$ cat src/rtl/imm_gen_pipe.sv
// imm_gen_pipe - registered immediate generator between fetch and decode.
//
// Takes one instruction word plus its PC per valid/ready beat. For each beat it
// produces the sign- or zero-extended immediate (I/S/B/U/J, shift amount and,
// optionally, CSR zimm), a class code, and PC+imm. The output is available one
// cycle after acceptance. A 2-entry skid buffer lets in_ready come straight
// from a flop, so there is no combinational path from out_ready to in_ready.
//
// Build option: define IMM_GEN_CSR_EN to decode CSRRWI/CSRRSI/CSRRCI as
// class CSRZ. When it is undefined, those encodings decode as NONE.
//
// Parameters: XLEN (32 or 64), TAG_W (>= 1)
// Ports:
//   clk, rst_n                     clock, synchronous active-low reset
//   in_valid/in_ready              input handshake (in_ready is registered)
//   in_inst, in_pc, in_tag         instruction word, its PC, opaque tag
//   out_valid/out_ready            output handshake
//   out_imm, out_type              extended immediate, class
//                                  (0 NONE, 1 I, 2 S, 3 B, 4 U, 5 J, 6 SHAMT, 7 CSRZ)
//   out_pc_imm, out_tag            in_pc + imm (wraps), tag of the beat
//   flush                          discard all held beats and any same-cycle input
//
// state | meaning
// EMPTY | nothing held, out_valid = 0
// ONE   | output register holds a beat
// TWO   | output register and skid register both hold beats, in_ready = 0
module imm_gen_pipe #(
  parameter int XLEN  = 32,
  parameter int TAG_W = 4
) (
  input  logic             clk,
  input  logic             rst_n,
  input  logic             in_valid,
  output logic             in_ready,
  input  logic [31:0]      in_inst,
  input  logic [XLEN-1:0]  in_pc,
  input  logic [TAG_W-1:0] in_tag,
  output logic             out_valid,
  input  logic             out_ready,
  output logic [XLEN-1:0]  out_imm,
  output logic [2:0]       out_type,
  output logic [XLEN-1:0]  out_pc_imm,
  output logic [TAG_W-1:0] out_tag,
  input  logic             flush
);

  generate
    if (XLEN != 32 && XLEN != 64) begin : g_bad_xlen
      $error("imm_gen_pipe: XLEN must be 32 or 64");
    end
    if (TAG_W < 1) begin : g_bad_tag
      $error("imm_gen_pipe: TAG_W must be >= 1");
    end
  endgenerate

  localparam logic [2:0] T_NONE  = 3'd0;
  localparam logic [2:0] T_I     = 3'd1;
  localparam logic [2:0] T_S     = 3'd2;
  localparam logic [2:0] T_B     = 3'd3;
  localparam logic [2:0] T_U     = 3'd4;
  localparam logic [2:0] T_J     = 3'd5;
  localparam logic [2:0] T_SHAMT = 3'd6;
`ifdef IMM_GEN_CSR_EN
  localparam logic [2:0] T_CSRZ  = 3'd7;
`endif

  localparam logic [6:0] OP_LOAD   = 7'b0000011;
  localparam logic [6:0] OP_IMM    = 7'b0010011;
  localparam logic [6:0] OP_IMM32  = 7'b0011011;
  localparam logic [6:0] OP_JALR   = 7'b1100111;
  localparam logic [6:0] OP_STORE  = 7'b0100011;
  localparam logic [6:0] OP_BRANCH = 7'b1100011;
  localparam logic [6:0] OP_LUI    = 7'b0110111;
  localparam logic [6:0] OP_AUIPC  = 7'b0010111;
  localparam logic [6:0] OP_JAL    = 7'b1101111;
`ifdef IMM_GEN_CSR_EN
  localparam logic [6:0] OP_SYSTEM = 7'b1110011;
`endif

  typedef enum logic [1:0] {EMPTY, ONE, TWO} state_t;

  state_t state, next_state;

  // ---------------------------------------------------------------- decode
  logic [XLEN-1:0] dec_imm;
  logic [2:0]      dec_type;
  logic [XLEN-1:0] dec_pc_imm;

  logic [6:0]        opcode;
  logic [2:0]        funct3;
  logic signed [11:0] imm_i12;
  logic signed [11:0] imm_s12;
  logic signed [12:0] imm_b13;
  logic signed [31:0] imm_u32;
  logic signed [20:0] imm_j21;
  logic               is_shift;

  assign opcode   = in_inst[6:0];
  assign funct3   = in_inst[14:12];
  assign is_shift = (funct3 == 3'b001) || (funct3 == 3'b101);

  // Raw fields are held as signed locals so that the XLEN'() size cast
  // sign-extends from inst[31] for every width, including U on XLEN=64.
  assign imm_i12 = in_inst[31:20];
  assign imm_s12 = {in_inst[31:25], in_inst[11:7]};
  assign imm_b13 = {in_inst[31], in_inst[7], in_inst[30:25], in_inst[11:8], 1'b0};
  assign imm_u32 = {in_inst[31:12], 12'b0};
  assign imm_j21 = {in_inst[31], in_inst[19:12], in_inst[20], in_inst[30:21], 1'b0};

  always_comb begin
    dec_imm  = '0;
    dec_type = T_NONE;
    case (opcode)
      OP_LOAD, OP_JALR: begin
        dec_imm  = XLEN'(imm_i12);
        dec_type = T_I;
      end
      OP_IMM: begin
        if (is_shift) begin
          // Only the shamt field is used; funct7/funct6 (e.g. the SRAI bit 30) never reaches out_imm.
          dec_imm  = (XLEN == 64) ? XLEN'(in_inst[25:20]) : XLEN'(in_inst[24:20]);
          dec_type = T_SHAMT;
        end else begin
          dec_imm  = XLEN'(imm_i12);
          dec_type = T_I;
        end
      end
      OP_IMM32: begin
        if (XLEN == 64) begin
          if (is_shift) begin
            dec_imm  = XLEN'(in_inst[24:20]);
            dec_type = T_SHAMT;
          end else begin
            dec_imm  = XLEN'(imm_i12);
            dec_type = T_I;
          end
        end
      end
      OP_STORE: begin
        dec_imm  = XLEN'(imm_s12);
        dec_type = T_S;
      end
      OP_BRANCH: begin
        dec_imm  = XLEN'(imm_b13);
        dec_type = T_B;
      end
      OP_LUI, OP_AUIPC: begin
        dec_imm  = XLEN'(imm_u32);
        dec_type = T_U;
      end
      OP_JAL: begin
        dec_imm  = XLEN'(imm_j21);
        dec_type = T_J;
      end
`ifdef IMM_GEN_CSR_EN
      OP_SYSTEM: begin
        if (funct3[2]) begin
          dec_imm  = XLEN'(in_inst[19:15]);
          dec_type = T_CSRZ;
        end
      end
`endif
      default: begin
        dec_imm  = '0;
        dec_type = T_NONE;
      end
    endcase
  end

  assign dec_pc_imm = in_pc + dec_imm;

  // ---------------------------------------------------------------- control
  logic in_xfer, out_xfer;
  logic ld_out_in, ld_out_skid, ld_skid;

  assign out_valid = (state != EMPTY);
  assign in_xfer   = in_valid & in_ready;
  assign out_xfer  = out_valid & out_ready;

  always_ff @(posedge clk) begin
    if (!rst_n) begin
      state    <= EMPTY;
      in_ready <= 1'b1;
    end else begin
      state    <= next_state;
      in_ready <= (next_state != TWO);
    end
  end

  always_comb begin
    next_state  = state;
    ld_out_in   = 1'b0;
    ld_out_skid = 1'b0;
    ld_skid     = 1'b0;
    case (state)
      EMPTY: begin
        if (in_xfer) begin
          next_state = ONE;
          ld_out_in  = 1'b1;
        end
      end
      ONE: begin
        if (in_xfer && out_xfer) begin
          ld_out_in = 1'b1;
        end else if (in_xfer) begin
          next_state = TWO;
          ld_skid    = 1'b1;
        end else if (out_xfer) begin
          next_state = EMPTY;
        end
      end
      TWO: begin
        if (out_xfer) begin
          next_state  = ONE;
          ld_out_skid = 1'b1;
        end
      end
      default: next_state = EMPTY;
    endcase
    if (flush) begin
      next_state  = EMPTY;
      ld_out_in   = 1'b0;
      ld_out_skid = 1'b0;
      ld_skid     = 1'b0;
    end
  end

  // ---------------------------------------------------------------- data
  logic [XLEN-1:0]  skid_imm;
  logic [2:0]       skid_type;
  logic [XLEN-1:0]  skid_pc_imm;
  logic [TAG_W-1:0] skid_tag;

  always_ff @(posedge clk) begin
    if (!rst_n || flush) begin
      out_imm     <= '0;
      out_type    <= T_NONE;
      out_pc_imm  <= '0;
      out_tag     <= '0;
      skid_imm    <= '0;
      skid_type   <= T_NONE;
      skid_pc_imm <= '0;
      skid_tag    <= '0;
    end else begin
      if (ld_out_in) begin
        out_imm    <= dec_imm;
        out_type   <= dec_type;
        out_pc_imm <= dec_pc_imm;
        out_tag    <= in_tag;
      end else if (ld_out_skid) begin
        out_imm    <= skid_imm;
        out_type   <= skid_type;
        out_pc_imm <= skid_pc_imm;
        out_tag    <= skid_tag;
      end
      if (ld_skid) begin
        skid_imm    <= dec_imm;
        skid_type   <= dec_type;
        skid_pc_imm <= dec_pc_imm;
        skid_tag    <= in_tag;
      end
    end
  end

endmodule

$ cat config.mk
export PLATFORM = sky130hd
export DESIGN_NAME = imm_gen_pipe
export DESIGN_NICKNAME = d
export VERILOG_FILES = /design/src/rtl/imm_gen_pipe.sv
export SDC_FILE = /design/constraint.sdc
export NUM_CORES = 1
export LEC_CHECK = 0
export CAP_MARGIN = 20
export CORE_ASPECT_RATIO = 2
export CORE_MARGIN = 1.5
export CORE_UTILIZATION = 48
export CTS_CLUSTER_DIAMETER = 100
export CTS_CLUSTER_SIZE = 12
export DETAILED_ROUTE_END_ITERATION = 10
export GPL_ROUTABILITY_DRIVEN = 0
export PLACE_DENSITY = 0.75
export SYNTH_ARGS = -nofsm -noshare
export SYNTH_HDL_FRONTEND = slang
export SYNTH_SLANG_ARGS = --single-unit
export TNS_END_PERCENT = 20
$ cat constraint.sdc
create_clock -name clk -period 3.95 [get_ports clk]
set_input_delay 0.79 -clock clk [delete_from_list [all_inputs] [get_ports clk]]
set_output_delay 0.79 -clock clk [all_outputs]
set_load 0.1 [all_outputs]
==> results of run 1 <==
-- timing repair --
action,in CTS,in global routing
buffers inserted,8,7
resized for setup,21,43
cloned,0,0
setup endpoints to repair,24,38
hold buffers,0,0
pin swaps,16,27
-- registers in the layout, summed over array words and instances, names as in the netlist --
signal       count
skid_tag         4
in_ready         1
out_pc_imm      32
skid_imm        32
skid_type        3
skid_pc_imm     32
state            2
out_type         3
out_tag          4
out_imm         32
-- through the flow --
step	total power [mW]	TNS (ns)	hold slack (ns)	cell area [µm²]
global route	3.957	-0.1613	0.4704	11550
floorplan	1.874	-0.03370	0.4360	7756
CTS	3.831	-0.001940	0.4567	11290
finish	3.837	0	0.4549	11550
global placement	2.151	-14.65	0.4417	10520
detailed placement	2.156	-18.41	0.4478	10520
-- worst paths after layout --
path,start,to,cells after the start
min,skid_tag[2]$_SDFFE_PP0P_,skid_tag[2]$_SDFFE_PP0P_,2
max reg2reg,in_ready$_SDFF_PN1_,skid_pc_imm[30]$_SDFFE_PP0P_,7
min reg2reg,skid_tag[2]$_SDFFE_PP0P_,skid_tag[2]$_SDFFE_PP0P_,2
max,in_inst[3],skid_pc_imm[16]$_SDFFE_PP0P_,17
-- where the power goes --
group	switching [mW]	internal [mW]	total, mW
registers	0.0129	1.48	1.50
logic	0.396	0.271	0.667
clock network	0.702	0.973	1.67
total	1.11	2.73	3.84
-- cell families after synthesis --
group           Yosys count  share of synthesized area (%)
simple gates            316                          18.31
mux                      39                          5.210
xor+xnor                 28                          3.171
compound gates          298                          25.72
flops                   145                          37.53
buf+inv                  96                          4.773
fa+ha+maj                32                          5.274
-- layout by cell type, fill, tap and decap left out, drive strengths merged, types with 4 or more instances in the layout --
cell	netlist	final
or2	4	4
a21o	23	23
buf	16	183
clkinv	0	5
nor3	19	19
clkbuf	55	18
a221oi	8	8
o21a	6	6
nor2	101	101
xor2	10	10
ha	31	31
a22oi	20	20
xnor2	18	18
mux2i	29	29
a211oi	58	58
dlymetal6s2s	0	5
o21ai	34	34
a31oi	14	14
a21boi	4	4
nand2	118	118
and2	6	6
nand4	9	9
a22o	9	9
nor2b	15	15
nand3	22	22
mux2	10	10
clkdlybuf4s50	0	138
a21oi	100	100
inv	25	32
nand2b	4	4
or3	4	4
dfxtp	145	145
-- layer usage --
layer / routed length [µm] / vias up
met5: 0 / -
met4: 1933 / 0
met3: 1217 / 104
met2: 13810 / 313
met1: 9584 / 3912
li1: - / 3964
-- worst max-delay path, cell delays in order --
cell and delay [ns]:
sky130_fd_sc_hd__dlymetal6s2s_1 0.13, sky130_fd_sc_hd__nand3b_1 0.19, sky130_fd_sc_hd__or4b_4 0.56, sky130_fd_sc_hd__nor2_2 0.14, sky130_fd_sc_hd__a22o_1 0.17, sky130_fd_sc_hd__ha_2 0.20, sky130_fd_sc_hd__inv_2 0.06, sky130_fd_sc_hd__fa_2 0.41
sky130_fd_sc_hd__nor2b_4 0.14, sky130_fd_sc_hd__o211ai_1 0.13, sky130_fd_sc_hd__a31oi_2 0.15, sky130_fd_sc_hd__buf_4 0.17, sky130_fd_sc_hd__a21oi_4 0.07, sky130_fd_sc_hd__o21bai_2 0.18, sky130_fd_sc_hd__a31oi_1 0.13, sky130_fd_sc_hd__or4_1 0.54
sky130_fd_sc_hd__nand3_1 0.09
-- layout make-up --
cell class              count  area share, %
inverters                  25         0.8125
diodes                      1        0.02167
clock inverters            14          1.484
flip-flops and latches    145          25.13
well taps                 201          2.177
multi-input cells         713          41.66
clock buffers              18          3.802
repair buffers            328          24.91
==> results, run 1 <==
- The flow ran to the end, and the final reports show no timing, DRC or antenna violations.
- Port buffering added 145 buffers.
- The number of violations of the max-capacitance limit is 0.
- VDD sags by at most 0.3217 mV.
- Counting distinct cell types in the post-synthesis netlist gives 63.
- The initial antenna violation count came to 1.
- After detailed routing, the number of remaining DRC violations is 0.
- Summing all multi-input logic gate instances after layout gives 4812 µm².
- Of the synthesized area, sequential elements account for 37.53%.
- The number of max-slew violations in the final report is 0.
- The floorplan core area is 15780 µm².
- Once detail routing completed, the nets flagged for antenna violations numbered 0.
- The total overflow reported by the global router is 0.
- The number of placed instances, taps included, is 1397.
- The top fanout value on the critical path is 4.
- The average instance in the mapped netlist occupies 8.107 µm².
- The detailed-route via count is 8293.
- The data arrival time at the worst-slack endpoint is 4.27 ns.
- The leakage power is 4.661 nW.
- The smallest clock period supported by the final layout is computed as 3.905 ns.
- TritonCTS built the clock tree.
- In the post-synthesis netlist, the biggest area contributors are sky130_fd_sc_hd__dfxtp_1 (38%), sky130_fd_sc_hd__a21oi_1 (6.3%), sky130_fd_sc_hd__nand2_1 (5.7%), sky130_fd_sc_hd__a211oi_1 (5.4%), sky130_fd_sc_hd__ha_1 (5.0%).
- Yosys printed 0 warnings.
- The post-synthesis instance area is 7734 µm².
- Yosys instantiated no cell more often than sky130_fd_sc_hd__dfxtp_1.
- The met2 track demand over resource is 53.32%.
- Global routing used 30.60% of the available tracks.
- The power per standard cell area is 332.2 nW/µm².
- Setup violations remaining at the end of the flow were counted as 0.
- For this configuration, the core starts out at a cell density of 49.02%.
- The sequential cells in the finished layout cover a total of 2903 µm².
- The clock tree root driver cell is sky130_fd_sc_hd__clkbuf_16.
- Detailed placement ended at an HPWL of 18270 µm.
- The first global-routing pass estimated 40320 µm of wire.
- The number of storage elements in the synthesis netlist is 145.
- For met3 alone, demand over resource in global routing was 4.458%.
- The final worst slack is 0.04479 ns.
- After synthesis, the most frequently instantiated cells are sky130_fd_sc_hd__dfxtp_1 (145), sky130_fd_sc_hd__nand2_1 (118), sky130_fd_sc_hd__nor2_1 (101), sky130_fd_sc_hd__a21oi_1 (97), sky130_fd_sc_hd__a211oi_1 (56).
- Setup repair after global routing could not meet its margin everywhere.
- The via count of the first global-routing pass is 7971.
- The clock passes through at most 2 buffers.
- The worst-skew pair later-pin latency is 0.43 ns.
- sky130_fd_sc_hd__dfxtp_1 takes more of the synthesized area than any other cell.
- The type of the worst min-delay path is reg -> reg.
- Between clock sinks in the finished design, the worst skew comes to 0.005378 ns.
- The highest clock frequency the design can meet is 0.2561 GHz.
- The count of endpoints failing hold in the final timing report came to 0.
- The area growth from synthesis to layout is 49.34%.
- The total length of routed wires is 26550 µm.
- The required time of the worst setup path is 4.32 ns.
- The most instantiated flip-flop cell in the synthesis netlist is sky130_fd_sc_hd__dfxtp_1.
- The nature of the critical path startpoint is a primary input.
- After clock tree synthesis, the clock-pin slew on the worst setup and hold paths is 0.06 ns.
- Entering global routing, the biggest net connects 76 pins.
- The register-to-register setup slack is 1.58 ns.
- Counting flops with an async set or reset pin after synthesis yields a share of 0%.
- The row count is 65.
- The filler cells instantiated in the layout total 1209.
- In this run the horizontal extent of the chip is 92.76 µm.
- The global routing stage identified its most utilized layer as met2.
- The first routing iteration left 421 violations.
- After detailed routing, the average wire length per cell comes to 18.37 µm.
- The critical path class is in -> reg.
- The global routing met1 resource utilization is 32.46%.
- The share of post-route cells with drive strength above 1 is 23.81%.
- The floorplan step set the die height to 182.5 µm.
- For this design, the sink count on the clock tree is 145.
- Excluding fillers, the count of instances in the completed layout stands at 1445.
- Synthesis produced a netlist whose cell count is 954.
- In this run the biggest area consumer among cell types represents 37.53% of the synthesized area.
- The number of H-tree branching levels is 4.
- Pin placement for this block handled 146 I/O pins.
- The total clock buffers created by CTS is 17.
- The pin slew with the least headroom to its limit is 1.123 ns.
- The floorplan step defined a die boundary enclosing 16930 µm².
- The core occupancy in the finished layout is 73.20%.
- The synthesized design contains 0 enable-type register cells.
- After detailed routing, the number of vias per cell comes to 5.739.
- The critical path endpoint category is a flip-flop.
- The first-pass iteration count of the detailed router is 5.
- The number of nets in the final layout is 1335.
- Before CTS, the worst setup slack after placement is -0.5573 ns.
- The remaining max-slew budget at the tightest pin is 24.87%.
- The fraction of the cycle the final worst path needs is 98.87%.
- The synthesized netlist net count is 1059.
No activity file was read; power rests on OpenSTA's default activity.
==> run 2, diff against run 1 <==
CORE_ASPECT_RATIO = 1.2   (was 2)
==> run 2 against run 1 <==
Compared with the run above: fmax grew 0.34%; final cell count is essentially flat; first-iteration DRC count rose by 41%; global-route usage shrank 2.0 points.
==> results, run 2 (synthesized netlist as in run 1, its figures left out) <==
- The clock slew seen by the registers of the worst setup and hold paths is 0.06 ns.
- In this run the worst path has a maximum fanout of 3.
- The slowest stage of the critical path belongs to the cell sky130_fd_sc_hd__or4b_4.
- The area growth from synthesis to layout is 48.11%.
- The row count is 50.
- For the pin with the worst max-slew slack, the measured transition is 1.016 ns.
- The worst-case IR drop observed on VDD is 0.2452 mV.
- The worst setup path is captured at a flip-flop.
- Entering global routing, the biggest net connects 83 pins.
- The power per standard cell area is 330.7 nW/µm².
- In this run the static leakage power is 4.612 nW.
- For this design the top-level I/O count stands at 146.
- Setup repair after global routing could not meet its margin everywhere.
- The overall fraction of global-route tracks in use is 28.57%.
- The routed via count divided by cell count is 5.751.
- The number of buffers added on ports is 145.
- The most common cell after layout, fill and taps aside is sky130_fd_sc_hd__buf_4.
- The antenna diode count is 0.
- The setup total negative slack is 0 ns.
- The met1 wire length is 10250 µm.
- The count of endpoints failing hold in the final timing report is 0.
- After global routing the overflow that remains totals 0.
- The worst-skew pair later-pin latency is 0.43 ns.
- For the worst setup path, the data arrival time is 4.26 ns.
- The detailed router finished its first iteration with 592 violations.
- The met3 wire length is 1323 µm.
- The share of post-route cells with drive strength above 1 is 23.38%.
- The H-tree generated during clock tree synthesis spans 4 levels.
- The largest single stage delay on the critical path is 0.56 ns.
- The detailed-route via count is 8305.
- The total number of clock tree sinks is 145.
- The number of cells on the worst hold path is 2.
- In this run the most critical hold path is launched from skid_tag[0]$_SDFFE_PP0P_.
- The type of the worst min-delay path is reg -> reg.
- The area of the die is 16880 µm².
- The run finished with clean final reports.
- The highest metal layer carrying signal wires in the routed design is met4.
- The first-pass iteration count of the detailed router is 6.
- For this run, the post-layout net count is 1329.
- Timing would allow up to 0.2569 GHz.
- In the layout the commonest cells are sky130_fd_sc_hd__buf_4 (172), sky130_fd_sc_hd__dfxtp_1 (145), sky130_fd_sc_hd__clkdlybuf4s50_1 (138).
- The total length of routed wires is 24970 µm.
- The tool flagged a number of max-cap violations equal to 0.
- The first global-routing pass estimated 38640 µm of wire.
- The worst path in the final design needs a cycle of 3.892 ns, including I/O delays and setup.
- The buffer depth of the longest clock path is 2.
- The nature of the critical path startpoint is a primary input.
- The initial antenna violation count is 0.
- The remaining max-slew budget at the tightest pin is 32.05%.
- For the worst setup path, the data required time is 4.32 ns.
- The tree is rooted in a sky130_fd_sc_hd__clkbuf_16.
- In the routed design, unresolved DRC markers number 0.
- The register-to-register setup slack is 1.70 ns.
- The HPWL after detailed placement is 16770 µm.
- The die is 142.0 µm tall.
- The number of antenna-violating nets in the routed design is 0.
- The floorplan die width is 118.9 µm.
- The path with the worst hold slack has its endpoint at skid_tag[0]$_SDFFE_PP0P_.
- The wire length per cell after detailed routing is 17.29 µm.
- The number of max-slew violations in the final report was 0.
- Setup violations remaining at the end of the flow were counted as 0.
- The floorplan core area is 15700 µm².
- The fraction of the cycle the final worst path needs is 98.53%.
- The startpoint of the lowest-slack register-to-register path is in_ready$_SDFF_PN1_.
- The clock tree from TritonCTS is built.
- The terminus of the critical flop-to-flop path is skid_pc_imm[28]$_SDFFE_PP0P_.
- The initial core utilization is 49.25%.
- The total length of routed met2 wires is 12190 µm.
- Counting cells, the worst reg-to-reg path comes to 7.
- The final hold slack is 0.4563 ns.
- Once layout is done, the placed cells without fillers occupy 11450 µm².
- The post-place instance area is 10460 µm².
- The total clock buffers created by CTS is 17.
- The worst setup path is of the in -> reg kind.
- Clock skew on the completed layout was measured at 0.006416 ns.
- Traced cell by cell, the critical path runs through clkbuf_2 > nand3b_1 > or4b_4 > nor2_2 > a22o_1 > ha_2 > inv_2 > fa_2 > nor2b_2 > o211ai_1 > a31oi_2 > buf_6 > buf_6 > a21oi_4 > o21bai_2 > a31oi_2 > or4_1 > nand3_1.
- The via count of the first global-routing pass is 7844.
## run 2: worst max-delay path by stage
stage                     from                           end  slack (ns)  cells after the start
finish              in_inst[3]  skid_pc_imm[16]$_SDFFE_PP0P_        0.06                     18
floorplan           in_inst[2]  skid_pc_imm[27]$_SDFFE_PP0P_       -0.03                     16
global route        in_inst[3]  skid_pc_imm[16]$_SDFFE_PP0P_       -0.09                     18
global placement    in_inst[3]   out_pc_imm[30]$_SDFFE_PP0P_       -0.51                     17
CTS                 in_inst[6]   out_pc_imm[30]$_SDFFE_PP0P_      0.0008                     17
detailed placement  in_inst[5]   out_pc_imm[16]$_SDFFE_PP0P_       -0.57                     17
## run 2: timing repair
action                                  in CTS  in global routing
resized for setup                           19                 45
buffers inserted                             5                 13
hold buffers                                 0                  0
gates cloned                                 0                  0
pin swaps                                   16                 35
endpoints found under the setup margin      21                 39
## run 2: through the flow
stage | cells | power [mW] | utilization (%) | setup WS (ns)
detailed placement | 1395 | 2.142 | 66.64 | -0.5713
finish | 1444 | 3.788 | 72.95 | 0.05811
CTS | 1431 | 3.774 | 71.24 | 0.0007954
global route | 1444 | 3.890 | 72.95 | -0.09078
floorplan | 954 | 1.874 | - | -0.03370
global placement | 1395 | 2.137 | 66.64 | -0.5068
## run 2: area by class of cell
cell class / instances / area, µm²
timing repair buffer: 322 / 2825
clock buffer: 18 / 439.2
inverter: 25 / 93.84
fill: 1163 / 4248
sequential: 145 / 2903
tap: 208 / 260.3
multi-input combinational: 713 / 4772
clock inverter: 13 / 161.4
## run 2: critical path: cells and delay by family
family          cells  cell delay, ns
simple gates        6            1.62
compound gates      6            0.90
fa+ha+maj           2            0.59
buf+inv             4            0.37
## run 2: power by group
group / internal [mW] / switching, mW / leakage, nW
logic: 0.262 / 0.388 / 3.16
registers: 1.48 / 0.0124 / 1.17
clock network: 1.01 / 0.636 / 0.285
total: 2.75 / 1.04 / 4.61
## run 2: layer usage
metal | up-vias | global-route usage, %
met4 | 0 | 15.22
li1 | 3955 | -
met2 | 339 | 49.17
met5 | - | 0
met1 | 3924 | 34.34
met3 | 87 | 4.607
==> edit 1: new RTL, settings of run 1 <==
`TAG_W`: 4 -> 5.
--- a/src/rtl/imm_gen_pipe.sv
+++ b/src/rtl/imm_gen_pipe.sv
@@ -26,7 +26,7 @@
 // TWO   | output register and skid register both hold beats, in_ready = 0
 module imm_gen_pipe #(
   parameter int XLEN  = 32,
-  parameter int TAG_W = 4
+  parameter int TAG_W = 5
 ) (
   input  logic             clk,
   input  logic             rst_n,
Interface: changed (resized in_tag and out_tag); port bits go from 146 to 148. No check against the original RTL was run, so the function may have changed too.
==> edit 1 against run 1 <==
Routed wire length shrank 2.7%. Design area fell by 1.6%. Sequential cell count grew 2. Worst setup slack improved by 0.092 ns. Largest cell class unchanged. Total power down 3.2%. Count of clock-buffer cells in the layout unchanged. Largest power group unchanged. Synthesized area increased by 0.15%.
==> edit 1: results (changes against run 1) <==
[run_status]
status=finished, final reports clean

[cts]
ctsHtreeMaxLevel=4  ; unchanged
clk_pin_slew_ns=0.06  ; about the same
clk_latency_ns=0.43  ; about the same
clockRootBuffer=clkbuf_16

[setup_path]
arrival_ns=4.15  ; -0.12 ns
reg2reg_slack_ns=1.89  ; +0.31 ns
cp_slowest_cell=clkdlybuf4s50_1
worst-path-max-fanout=5  ; +1
r2r_end=skid_type[1]
cp_top_family=buffers and inverters
r2r_cells=7  ; unchanged
endpoint_kind=flop
critPathMaxStageDelay_ns=0.42  ; -0.14 ns

[layout]
nets=1336  ; +0.075%
antennaDiodeCount=0  ; -1
layout-drive-gt1-share_pct=21.9  ; -1.9 points

[detailed_routing]
drtIter0Drc=498  ; +18%
wl_per_cell_um=17.9  ; -2.7%
firstDrtPassIters=5  ; unchanged
wirelength_mm=25.8  ; -2.7%
route.vias.total=8334  ; +0.49%

[placement]
dpl.hpwl_mm=18.6  ; +1.7%
dp_cells=1406  ; +0.64%
portBuffers=147  ; +1.4%

[global_routing]
grt_pass1_vias=7935  ; -0.45%
grt.total_usage_pct=30.0  ; -0.60 points
grt_pass1_wl_mm=39.5  ; -2.0%
grt_antenna_before_repair=0  ; -1
grt_max_degree=80  ; +5.3%

[synth]
async_reset_ff_share_pct=0  ; unchanged
synthTopCellsByArea=dfxtp_1 38%, a21oi_1 6.8%, nand2_1 5.8%
synth-warning-count=0  ; unchanged
synth_cell_types=67  ; +6.3%
syn_nets=1060  ; +0.094%
synthTopCellsByCount=147 x dfxtp_1, 119 x nand2_1, 106 x a21oi_1
yosysSeqAreaShare_pct=38.0  ; +0.46 points
syn-instance-count=954  ; unchanged

[hold_path]
hold_start=skid_tag[3]
hold_depth=2  ; unchanged
holdPathEnd=skid_tag[3]
hold_path_class=flop to flop

[timing]
timing.slew.headroom_pct=31.4  ; +6.5 points
hold_slack_ns=0.457  ; +0.00175 ns
clock_skew_ns=0.00458  ; -0.000793 ns

[power_and_ir_drop]
p_switching_w=0.00107  ; -3.3%
ir_worst_vdd_mv=0.287  ; -11%
p_leak_nw=4.62  ; -0.84%

[edit 1: cell types whose count changed after synthesis, sizes merged, moves of 5 or more]
cell,run 1,this run
a22oi,20,30
a21oi,100,107
nor3,19,41
a211oi,58,43
a221oi,8,3
clkbuf,55,50
o21ai,34,42
inv,25,12
nand3,22,16
a31oi,14,5
[edit 1: what timing repair did]
action / CTS / global route
endpoints found under the hold margin: 0 / 0
setup buffers: 0 / 6
pin swaps: 0 / 18
resized for setup: 4 / 49
setup endpoints to repair: 17 / 42
[edit 1: kinds of logic (layout without fill, tap and decap cells)]
group | Yosys count | after routing | synth area share, %
flip-flops | 147 | 147 | 38.0
XOR/XNOR | 29 | 29 | 3.28
adder cells (fa/ha/maj) | 32 | 32 | 5.27
AND/OR/NAND/NOR | 330 | 330 | 19.1
multiplexers | 39 | 39 | 5.15
buffers and inverters | 78 | 367 | 4.22
AO/OA/AOI/OAI | 299 | 299 | 25.0
[edit 1: metal layers]
| metal | global-route usage [%] | routed length (um) | up-vias | part of all wire [%] |
|---|---|---|---|---|
| li1 | - | - | 3965 | - |
| met1 | 32.8 | 9370 | 3910 | 36 |
| met2 | 51.4 | 13200 | 368 | 51 |
| met3 | 4.42 | 1340 | 91 | 5.2 |
| met4 | 22.2 | 1950 | 0 | 7.5 |
| met5 | 0 | 0 | - | 0 |
[edit 1: worst max-delay path by stage]
stage	from	to	cells past startpoint
final	in_inst[13]	out_pc_imm[19]	17
after global routing	in_inst[13]	out_pc_imm[19]	17
after CTS	in_inst[4]	skid_pc_imm[24]	18
after detailed placement	in_inst[4]	skid_pc_imm[27]	16
after global placement	in_inst[4]	skid_pc_imm[30]	15
after floorplan	in_inst[4]	skid_pc_imm[24]	14
[edit 1: through the flow]
stage	area, um2	TNS (ns)	setup slack (ns)
4_1_cts	11100	0	0.00550
3_3_place_gp	10500	-13.57	-0.518
6_report	11400	0	0.137
5_1_grt	11400	-0.0657	-0.0275
3_5_place_dp	10500	-18.30	-0.584
2_1_floorplan	7740	0	0.0721
[edit 1: worst reg2reg max path, cell delays in order (launching register included)]
cell and delay (ns):
dfxtp_1 0.33, nand2_1 0.09, or2_2 0.34, nor2_1 0.19
nand2_2 0.37, buf_4 0.36, nor3_1 0.20, nor3_1 0.06
[edit 1: layout make-up]
cell class / count / area (um2)
multi-input cells: 729 / 4720
fillers: 1272 / 4410
flip-flops and latches: 147 / 2940
repair buffers: 323 / 2850
clock buffers: 18 / 429
well taps: 201 / 251
clock inverters: 14 / 130
inverters: 12 / 45.0
[edit 1: power groups by stage]
stage                     clock network, W  registers [W]  logic, W
final                              0.00155        0.00152  0.000645
after global placement                   0        0.00155  0.000612
after floorplan                          0        0.00166  0.000225
after CTS                          0.00157        0.00152  0.000622
after global routing               0.00163        0.00152  0.000679
after detailed placement                 0        0.00155  0.000617
==> edit 2: new RTL, config.mk and constraints of run 1 <==
Without the edit above. Re-encode `state_t` (3 states) as one-hot, 3 bits wide.
--- a/src/rtl/imm_gen_pipe.sv
+++ b/src/rtl/imm_gen_pipe.sv
@@ -77,7 +77,7 @@
   localparam logic [6:0] OP_SYSTEM = 7'b1110011;
 `endif
 
-  typedef enum logic [1:0] {EMPTY, ONE, TWO} state_t;
+  typedef enum logic [2:0] {EMPTY = 3'b001, ONE = 3'b010, TWO = 3'b100} state_t;
 
   state_t state, next_state;
 
Function: same outputs for any inputs over 4 cycles, from zero or initial values and one cycle with rst_n low; so few cycles prove little.
==> edit 2 against run 1 <==
Synthesized area fell by 0.78%. Routed wire length decreased by 3.2%. Fmax is 1.3% higher. Sequential share of layout area is 1.5 points higher. Sequential cell count grew 1. Total power increased by 2.5%. Design area decreased by 5.2%. Worst setup slack improved by 0.049 ns. Critical path type unchanged.
==> edit 2: results (changes against run 1) <==
[run_status]
status=finished, final reports clean

[cts]
clockRootBuffer=clkbuf_16
ctsHtreeMaxLevel=4  ; unchanged
cts_buffer_depth=2  ; unchanged
clk_pin_slew_ns=0.06  ; about the same
cts_buffers=17  ; unchanged
clk_latency_ns=0.44

[global_routing]
grt.total_usage_pct=30.2  ; -0.38 points
grt_antenna_before_repair=0  ; -1
grt_max_degree=66  ; -13%
grt_pass1_wl_mm=40.0  ; -0.75%
grt_pass1_vias=8228  ; +3.2%

[power_and_ir_drop]
p_leak_nw=4.50  ; -3.4%
ir_worst_vdd_mv=0.325  ; +1.2%

[placement]
dpl.hpwl_mm=18.3  ; +0.34%
portBuffers=145  ; unchanged
dpl_cell_area_um2=10100  ; -3.6%

[timing]
worst_slew_pin_slew_ns=1.00  ; -0.120 ns
clock_skew_ns=0.00746  ; +0.00208 ns

[detailed_routing]
firstDrtPassIters=5  ; unchanged
wl_per_cell_um=17.9  ; -2.5%
vias_per_cell=5.89  ; +2.7%
drtIter0Drc=470  ; +12%

[synth]
synthTopCellsByArea=dfxtp_1 38%, nand2_1 9.8%, a21oi_1 6.3%
synthTopCellsByCount=201 x nand2_1, 146 x dfxtp_1, 107 x nor2_1
yosysSeqAreaShare_pct=38.1  ; +0.55 points
syn_nets=1085  ; +2.5%
async_reset_ff_share_pct=0  ; unchanged
synth-warning-count=0  ; unchanged
synth_cell_types=61  ; -3.2%

[layout]
nets=1326  ; -0.67%
layout-drive-gt1-share_pct=17.2  ; -6.6 points
fill_cells=1264  ; +4.5%
antennaDiodeCount=0  ; -1

[setup_path]
arrival_ns=4.23  ; -0.04 ns
worst-path-max-fanout=4  ; unchanged

[hold_path]
hold_path_class=flop to flop

==> edit 2: worst paths after layout <==
check	start	to	slack, ns	cells past startpoint
setup reg to reg	in_ready	skid_imm[25]	1.57	6
hold reg to reg	skid_imm[5]	skid_imm[5]	0.46	2
hold / removal	skid_imm[5]	skid_imm[5]	0.46	2
setup / recovery	in_inst[4]	skid_pc_imm[24]	0.09	17
==> edit 2: routing by layer <==
layer	up-vias	track usage, %	share of wire, %
met2	401	52.6	50
met3	109	4.94	5.5
met5	-	0	0
met1	3940	33.4	38
met4	0	19.1	6.4
li1	4004	-	-
==> edit 2: area by class of cell <==
| cell class | instances | share of cell area, % |
|---|---|---|
| Clock buffer | 20 | 4.17 |
| Timing Repair Buffer | 288 | 23.4 |
| Clock inverter | 12 | 1.64 |
| Tap cell | 201 | 2.30 |
| Multi-Input combinational cell | 759 | 41.5 |
| Inverter | 9 | 0.308 |
| Sequential cell | 146 | 26.7 |
==> edit 2: timing repair <==
item                                    in CTS  in global routing
gates cloned                                 0                  0
resized for setup                            3                 30
setup buffers                                0                  2
pin swaps                                    0                  7
endpoints found under the setup margin      12                 30
==> edit 2: kinds of logic (layout without fill, tap and decap cells) <==
group                      Yosys count  in the layout  synth area share (%)
muxes                                1              1                 0.130
buffers and inverters               75            329                  4.79
DFF                                146            146                  38.1
xor gates and xnor gates            31             31                  3.54
adders and majority gates           32             32                  5.32
and+or+nand+nor                    404            404                  23.0
AOI/OAI and AO/OA                  291            291                  25.1
==> edit 2: metrics by stage <==
stage	instances	hold WS (ns)	util, %	power [W]	worst slack (ns)
floorplan	980	0.432	-	0.00193	0.309
global placement	1401	0.441	64.7	0.00219	-0.417
detailed placement	1401	0.450	64.7	0.00219	-0.526
CTS	1433	0.458	68.8	0.00392	0.0122
global route	1435	0.475	69.8	0.00405	-0.0289
finish	1435	0.459	69.8	0.00393	0.0941
==> edit 2: critical path, stage by stage <==
cell	delay [ns]
clkdlybuf4s50_1	0.43
nand2b_4	0.16
or3_4	0.37
o21bai_4	0.16
a22oi_2	0.09
inv_1	0.08
ha_1	0.16
inv_1	0.06
fa_1	0.38
nor2b_1	0.16
o31a_2	0.22
o21ai_4	0.09
nand4_1	0.16
a31oi_2	0.12
o31a_1	0.33
or4_1	0.39
nand3_1	0.08
==> edit 2: power by group <==
group | leakage (nW) | internal (W) | switching [W]
logic | 3.02 | 0.000252 | 0.000418
registers | 1.18 | 0.00150 | 0.0000153
clock network | 0.307 | 0.00109 | 0.000659
